`config.mk`:
```
export PLATFORM = sky130hd
export DESIGN_NAME = alu_arbiter
export DESIGN_NICKNAME = d
export VERILOG_FILES = /design/src/rtl/alu_arbiter.sv
export SDC_FILE = /design/constraint.sdc
export NUM_CORES = 1
export LEC_CHECK = 0
export ABC_AREA = 0
export ABC_CLOCK_PERIOD_IN_PS = 3800
export CAP_MARGIN = 20
export CORE_AREA = 10 10 117 108
export CTS_CLUSTER_DIAMETER = 50
export DETAILED_ROUTE_END_ITERATION = 6
export DIE_AREA = 0 0 127 118
export PLACE_DENSITY = 0.71
export SETUP_SLACK_MARGIN = 0.3
export SYNTH_ARGS = -nofsm -noshare
export SYNTH_HDL_FRONTEND = slang
export SYNTH_SLANG_ARGS = --single-unit
```
`constraint.sdc`:
```
create_clock -name clk_i -period 3.8 [get_ports clk_i]
set_input_delay 0.57 -clock clk_i [delete_from_list [all_inputs] [get_ports clk_i]]
set_output_delay 0.57 -clock clk_i [all_outputs]
set_load 0.005 [all_outputs]
```
`src/rtl/alu_arbiter.sv`:
```
// Two-requester arbiter in front of a shared combinational ALU: IDLE -> EXEC -> RESP.
// Define ALU_ARB_RR_EN for round-robin on contention; otherwise requester 0 has fixed priority.
module alu_arbiter #(
  parameter int DATA_W = 16,
  parameter int OP_W   = 3
) (
  input  logic              clk_i,
  input  logic              rst_i,
  input  logic              req0Valid_i,
  output logic              req0Ready_o,
  input  logic [OP_W-1:0]   req0Op_i,
  input  logic [DATA_W-1:0] req0A_i,
  input  logic [DATA_W-1:0] req0B_i,
  output logic              rsp0Valid_o,
  input  logic              rsp0Ready_i,
  output logic [DATA_W-1:0] rsp0Result_o,
  output logic              rsp0Zero_o,
  input  logic              req1Valid_i,
  output logic              req1Ready_o,
  input  logic [OP_W-1:0]   req1Op_i,
  input  logic [DATA_W-1:0] req1A_i,
  input  logic [DATA_W-1:0] req1B_i,
  output logic              rsp1Valid_o,
  input  logic              rsp1Ready_i,
  output logic [DATA_W-1:0] rsp1Result_o,
  output logic              rsp1Zero_o,
  output logic [OP_W-1:0]   aluControl_o,
  output logic [DATA_W-1:0] aluIn1_o,
  output logic [DATA_W-1:0] aluIn2_o,
  input  logic [DATA_W-1:0] aluResult_i,
  input  logic              aluZero_i,
  output logic              busy_o
);

  typedef enum logic [1:0] {
    IDLE = 2'd0,
    EXEC = 2'd1,
    RESP = 2'd2
  } state_t;

  localparam logic [OP_W-1:0] OP_NOP = OP_W'(3'b110);

  state_t              state_q, state_d;
  logic                owner_q, owner_d;
  logic                last_grant_q, last_grant_d;
  logic [OP_W-1:0]     op_q, op_d;
  logic [DATA_W-1:0]   a_q, a_d;
  logic [DATA_W-1:0]   b_q, b_d;
  logic [DATA_W-1:0]   result_q, result_d;
  logic                zero_q, zero_d;

  logic                grant_valid_s;
  logic                grant_id_s;
  logic                accept_s;
  logic                rsp_done_s;

  // Winner selection; only meaningful while grant_valid_s is high.
  always_comb begin
    grant_valid_s = req0Valid_i | req1Valid_i;
`ifdef ALU_ARB_RR_EN
    if (req0Valid_i && req1Valid_i) begin
      grant_id_s = ~last_grant_q;
    end else begin
      grant_id_s = req1Valid_i;
    end
`else
    if (req0Valid_i) begin
      grant_id_s = 1'b0;
    end else begin
      grant_id_s = req1Valid_i;
    end
`endif
  end

`ifndef ALU_ARB_RR_EN
  logic unused_last_grant_s;
  assign unused_last_grant_s = last_grant_q;
`endif

  assign accept_s   = (state_q == IDLE) && grant_valid_s;
  assign rsp_done_s = owner_q ? rsp1Ready_i : rsp0Ready_i;

  always_ff @(posedge clk_i) begin
    if (rst_i) begin
      state_q <= IDLE;
    end else begin
      state_q <= state_d;
    end
  end

  always_comb begin
    state_d = state_q;
    case (state_q)
      IDLE: begin
        if (accept_s) begin
          state_d = EXEC;
        end else begin
          state_d = IDLE;
        end
      end
      EXEC: state_d = RESP;
      RESP: begin
        if (rsp_done_s) begin
          state_d = IDLE;
        end else begin
          state_d = RESP;
        end
      end
      default: state_d = IDLE;
    endcase
  end

  always_ff @(posedge clk_i) begin
    if (rst_i) begin
      owner_q      <= 1'b0;
      last_grant_q <= 1'b1;
      op_q         <= OP_NOP;
      a_q          <= '0;
      b_q          <= '0;
      result_q     <= '0;
      zero_q       <= 1'b0;
    end else begin
      owner_q      <= owner_d;
      last_grant_q <= last_grant_d;
      op_q         <= op_d;
      a_q          <= a_d;
      b_q          <= b_d;
      result_q     <= result_d;
      zero_q       <= zero_d;
    end
  end

  // Operands are sampled only at the request handshake; the ALU output only at the end of EXEC.
  always_comb begin
    owner_d      = owner_q;
    last_grant_d = last_grant_q;
    op_d         = op_q;
    a_d          = a_q;
    b_d          = b_q;
    result_d     = result_q;
    zero_d       = zero_q;
    if (accept_s) begin
      owner_d      = grant_id_s;
      last_grant_d = grant_id_s;
      op_d         = grant_id_s ? req1Op_i : req0Op_i;
      a_d          = grant_id_s ? req1A_i  : req0A_i;
      b_d          = grant_id_s ? req1B_i  : req0B_i;
    end else if (state_q == EXEC) begin
      result_d = aluResult_i;
      zero_d   = aluZero_i;
    end else begin
      result_d = result_q;
    end
  end

  always_comb begin
    req0Ready_o  = 1'b0;
    req1Ready_o  = 1'b0;
    rsp0Valid_o  = 1'b0;
    rsp1Valid_o  = 1'b0;
    aluControl_o = OP_NOP;
    aluIn1_o     = '0;
    aluIn2_o     = '0;
    case (state_q)
      IDLE: begin
        req0Ready_o = req0Valid_i && !grant_id_s;
        req1Ready_o = req1Valid_i &&  grant_id_s;
      end
      EXEC: begin
        aluControl_o = op_q;
        aluIn1_o     = a_q;
        aluIn2_o     = b_q;
      end
      RESP: begin
        rsp0Valid_o = !owner_q;
        rsp1Valid_o = owner_q;
      end
      default: begin
        aluControl_o = OP_NOP;
      end
    endcase
    rsp0Result_o = owner_q ? '0 : result_q;
    rsp0Zero_o   = owner_q ? 1'b0 : zero_q;
    rsp1Result_o = owner_q ? result_q : '0;
    rsp1Zero_o   = owner_q ? zero_q : 1'b0;
    busy_o       = (state_q != IDLE);
  end

endmodule

```
==> impl_metrics.yaml, run 1 <==
layout:
  drive_gt1_share_pct: 9.51
  final_net_count: 607
  final_area_mm2: 0.00486
  syn_to_final_growth_pct: 62.7
  fin_util_pct: 47.8
  antenna_cells: 0
power:
  clkPwrFrac_pct: 30.1
  p_seq_share_pct: 41.6
  p_sw_uw: 442
  pwr_density_cell_mw_per_mm2: 331
  p_int_uw: 1170
  leakagePower_uw: 0.00178
  ir_worst_vdd_uv: 183
  combPwrFrac_pct: 28.3
  swShare_pct: 27.5
die:
  coreArea_mm2: 0.0102
  rows: 35
  die_w_um: 127
  io_pins: 167
  die_h_um: 118
  initial_utilization_pct: 29.4
  dieArea_mm2: 0.0150
place:
  io_buffers: 166
  globalplace.congestion: 0.790
  dp_hpwl_um: 8060
  placed_area_mm2: 0.00467
global_route:
  grt_busiest_layer: "met2"
  use_met1_pct: 14.3
  grt_max_degree: 39
  grt_pass1_wl_um: 16500
  grt_pass1_vias: 3169
  grt_usage_pct: 13.2
  antenna_found_initial: 0
  grt_use_met2_pct: 22.0
  grt.overflow.total: 0
  gr-usage-met3_pct: 7.07
min_path:
  min-delay-start: "zero_q"
  holdPathEnd: "zero_q"
  hp-class: "reg2reg"
  hold_depth: 2
critical_path:
  r2r_start: "state_q[1]"
  end_kind: "output port"
  crit_required_ps: 3230
  cp_slowest_cell: "nor2b_4"
  worst-path-max-fanout: 36
  cpPeakStageDelay_ps: 590
  critical_path.top_delay_family: "simple AND/OR/NAND/NOR gates"
  cp_cell_sequence: "nor2b_4, and2_1, clkdlybuf4s50_1"
  reg2reg_depth: 4
  crit_buf_inv: 1
  critical_path.startpoint_type: "flop"
  r2r_end: "b_q[13]"
  crit_type: "reg2out"
  cp.arrival_ps: 2080
  rrSetupSlack_ps: 1980
route:
  drt_iter0_drc: 128
  wire_per_inst_um: 16.4
  ant_nets: 0
  via_count: 3053
  routed_wl_um: 10600
  first_pass_iters: 4
  drc: 0
  drt-vias-per-instance: 4.74
clocking:
  cts_buffer_depth: 2
  cts_resized: 0
  cts_root_buffer: "clkbuf_16"
  clkSlewWorstSetupHoldPaths_ps: 70
  h-tree-depth: 2
  cts_setup_buffers: 0
  cts_tree: "done"
  clock_sinks: 55
  cts_hold_buf: 0
  cts_buffers: 5
  clock_latency_ps: 290
sta:
  finalSetupViolations: 0
  worst-slew-pin-transition_ps: 792
  slew_headroom_pct: 47.2
  fin_skew_ps: 6.62
  period_minus_slack_ps: 2650
  finalHoldViolations: 0
  fin_crit_sh_pct: 69.7
  setup-tns-final_ps: 0
  slew_viol_final: 0
  rsz0062_at_grt: "false"
  timing.fmax_mhz: 378
yosys:
  synth_nets: 465
  synth_warnings: 0
  synth_ff_type: "dfxtp_1"
  yosys.area.top_type: "dfxtp_1"
  ys_seq_area_share_pct: 36.9
  synth_area_mm2: 0.00299
  synth-seq-cells: 55
  synth_top_area_share_pct: 36.9
  yosysMostFrequentCell: "nand2_1"
  synthCells: 372
  synthDistinctLibCells: 23
  synth.area.top_cells: "dfxtp_1, a311oi_2, nand2_1"
  async_reset_ff_share_pct: 0
  synth_common_cells: "nand2_1, dfxtp_1, a21oi_1, and2_1, a311oi_2"
  synth.avg_cell_area_um2: 8.03
  synth_edf_count: 0
job:
  cap_violations: 0
status:
  status: "finished clean"
-- flip-flops by register name, indices dropped and copies added, names as in the netlist --
name,cells
a_q,16
b_q,16
result_q,16
op_q,3
state_q,2
owner_q,1
zero_q,1
-- power groups by stage --
stage	Clock, µW	Sequential [µW]	Combinational [µW]
after floorplan	0	670	254
after detailed placement	0	689	450
after global routing	527	678	499
after CTS	505	676	451
after global placement	0	686	442
final	484	669	455
-- metrics by stage --
stage / setup WS (ps) / total power, µW / hold WS (ps) / instances
final: 1150 / 1610 / 463 / 644
after global routing: 926 / 1700 / 485 / 644
after CTS: 1080 / 1630 / 465 / 643
after detailed placement: 1240 / 1140 / 455 / 635
after global placement: 1300 / 1130 / 448 / 635
after floorplan: 2080 / 925 / 440 / 372
-- worst max-delay path by stage --
stage	to	start	slack, ps	cells past startpoint
finish	aluIn1_o[6]	state_q[0]	1150	3
global route	aluIn2_o[14]	state_q[0]	930	3
CTS	aluIn1_o[0]	state_q[0]	1080	3
detailed placement	b_q[13]	req0Valid_i	1240	4
global placement	b_q[9]	req0Valid_i	1300	4
floorplan	req1Ready_o	req0Valid_i	2080	4
-- logic make-up (layout without fill, tap and decap cells) --
family,Yosys count,in the layout,share of synthesized area [%]
AO/OA/AOI/OAI,87,87,25.3
multiplexers,1,1,0.335
AND/OR/NAND/NOR,190,190,30.9
flip-flops,55,55,36.9
buffers and inverters,39,182,6.58
-- cell usage in the layout, fill, tap and decap left out --
cell type	n
clkbuf_8	2
clkbuf_1	1
nor3_1	1
and2_4	1
nor2b_1	17
or2_1	1
a32oi_1	2
buf_4	6
buf_16	1
nor2b_2	1
and2_1	51
a311oi_1	3
nor2_4	1
nand2_1	105
dfxtp_1	55
nand2b_1	4
clkbuf_16	5
and3b_1	1
a311oi_2	30
clkdlybuf4s50_1	165
buf_2	1
a21oi_1	52
nor3b_1	2
mux2i_1	1
nor2b_4	1
inv_1	1
nor2_1	3
nand3b_1	1
-- routing by layer --
layer	vias up	wire length, µm
met2	120	4880
met3	8	1180
met4	0	124
li1	1533	-
met5	-	0
met1	1392	4380
-- area by class of cell --
type                       count  area, µm²
inverter                       1       3.75
multi-input combinational    278       1710
tap                          129        161
timing repair buffer         173       1730
clock buffer                   8        156
fill                         995       5300
sequential                    55       1100
-- tightest hold or removal path, stage by stage, from the launching register on --
cell and delay [ps]:
dfxtp_1 310, nand2_1 50, a21oi_1 50
No activity file was read; power rests on OpenSTA's default activity.
==> run 2: changes to the inputs <==
--- a/config.mk
+++ b/config.mk
@@ -6,7 +6,7 @@
 export NUM_CORES = 1
 export LEC_CHECK = 0
 export ABC_AREA = 0
-export ABC_CLOCK_PERIOD_IN_PS = 3800
+export ABC_CLOCK_PERIOD_IN_PS = 2780
 export CAP_MARGIN = 20
 export CORE_AREA = 10 10 117 108
 export CTS_CLUSTER_DIAMETER = 50
==> constraint.sdc (replaced) <==
create_clock -name clk_i -period 2.78 [get_ports clk_i]
set_input_delay 0.417 -clock clk_i [delete_from_list [all_inputs] [get_ports clk_i]]
set_output_delay 0.417 -clock clk_i [all_outputs]
set_load 0.005 [all_outputs]
==> impl_metrics.yaml, run 2 (same netlist as run 1, synthesis figures left out) <==
clocking:
  cts_buffer_depth: 2
  clock_sinks: 55
  cts_buffers: 5
  clkSlewWorstSetupHoldPaths_ps: 60
  cts_root_buffer: "clkbuf_16"
  clock_latency_ps: 290
  cts_tree: "done"
  h-tree-depth: 2
layout:
  layout_common_cells: "clkdlybuf4s50_1, nand2_1, dfxtp_1"
  syn_to_final_growth_pct: 63.7
  layout_commonest_cell: "clkdlybuf4s50_1"
  reg.largest.list: "a_q x16, b_q x16, result_q x16"
  drive_gt1_share_pct: 10.6
  antenna_cells: 0
  final_net_count: 613
sta:
  timing.hold.ws_ps: 461
  period_minus_slack_ps: 2260
  slew_viol_final: 0
  setup-tns-final_ps: 0
  fin_skew_ps: 9.07
  timing.fmax_mhz: 442
  setup_ws_ps: 516
  finalHoldViolations: 0
  slew_headroom_pct: 44.3
  fin_crit_sh_pct: 81.4
  rsz0062_at_grt: "false"
  worst-slew-pin-transition_ps: 836
  finalSetupViolations: 0
global_route:
  grt_usage_pct: 13.5
  grt_pass1_vias: 3162
  grt.overflow.total: 0
  grt_max_degree: 38
  grt_pass1_wl_um: 16800
  antenna_found_initial: 0
place:
  place_ws_ps: 576
  io_buffers: 166
  dp_hpwl_um: 8150
  globalplace.congestion: 0.805
critical_path:
  rrSetupSlack_ps: 880
  end_kind: "output port"
  cpPeakStageDelay_ps: 510
  crit_buf_inv: 2
  crit_required_ps: 2360
  cp_slowest_cell: "clkdlybuf4s50_1"
  critical_path.top_delay_family: "buffers and inverters"
  cp_cell_sequence: "nor2b_4, buf_6, and2_1, clkdlybuf4s50_1"
  cp.arrival_ps: 1850
  crit_type: "reg2out"
  critical_path.startpoint_type: "flop"
  worst-path-max-fanout: 35
route:
  drt_iter0_drc: 96
  wire_per_inst_um: 16.4
  routed_wl_um: 10700
  via_count: 3091
  first_pass_iters: 6
  drt-vias-per-instance: 4.76
  ant_nets: 0
  drc: 0
die:
  die_w_um: 127
  initial_utilization_pct: 29.4
  io_pins: 167
  coreArea_mm2: 0.0102
  die_h_um: 118
  rows: 35
  dieArea_mm2: 0.0150
min_path:
  hp-class: "reg2reg"
power:
  totalPowerFinal_uw: 2170
  leakagePower_uw: 0.00180
  pwr_density_cell_mw_per_mm2: 445
  ir_worst_vdd_uv: 250
job:
  cap_violations: 0
status:
  status: "finished clean"
==> run 2: changes by cell type in the layout (fill, tap and decap cells not counted), sizes merged <==
cell / change
buf: +6
clkbuf: -2
clkinv: +1
==> run 2: path summary, 6_finish.rpt <==
path               start               to  cells after the start
max           state_q[0]  aluControl_o[0]                      4
min          result_q[0]      result_q[0]                      2
min reg2reg  result_q[0]      result_q[0]                      2
max reg2reg   state_q[1]           a_q[0]                      5
==> run 2: metrics by stage <==
stage / util (%) / instances / cell area (µm²)
6_report: 48.1 / 649 / 4890
3_3_place_gp: 46.4 / 639 / 4720
2_1_floorplan: - / 372 / 2990
4_1_cts: 47.8 / 646 / 4860
5_1_grt: 48.1 / 649 / 4890
3_5_place_dp: 46.4 / 639 / 4720
==> run 2: what timing repair did <==
| item | CTS | global route |
|---|---|---|
| endpoints found under the hold margin | 0 | 0 |
| buffers inserted | 0 | 3 |
| hold buffers | 0 | 0 |
| endpoints found under the setup margin | 0 | 19 |
| resized for setup | 0 | 1 |
==> run 2: where the power goes <==
part | switching, µW | internal, µW | leakage [µW] | total, µW
Sequential | 44.5 | 871 | 0.000454 | 915
Clock | 273 | 353 | 0.0000727 | 626
Combinational | 285 | 348 | 0.00128 | 633
Total | 603 | 1570 | 0.00180 | 2170
==> run 2: layout make-up <==
cell class | count | area [µm²]
fillers | 1004 | 5270
clock buffers | 6 | 139
clock inverters | 1 | 5.00
multi-input cells | 278 | 1710
well taps | 129 | 161
inverters | 1 | 3.75
flip-flops and latches | 55 | 1100
repair buffers | 179 | 1770
==> run 2: worst min-delay path, cell delays in order (launching register included) <==
cell and delay (ps):
dfxtp_1 310, nand2_1 50, a21oi_1 50
==> run 2: layer usage <==
metal	part of all wire, %	vias to the layer above	GRT usage [%]	wire length (µm)
li1	-	1542	-	-
met1	42	1422	15.2	4470
met2	46	119	22.3	4940
met3	11	8	6.84	1160
met4	0.94	0	2.84	100
met5	0	-	0	0
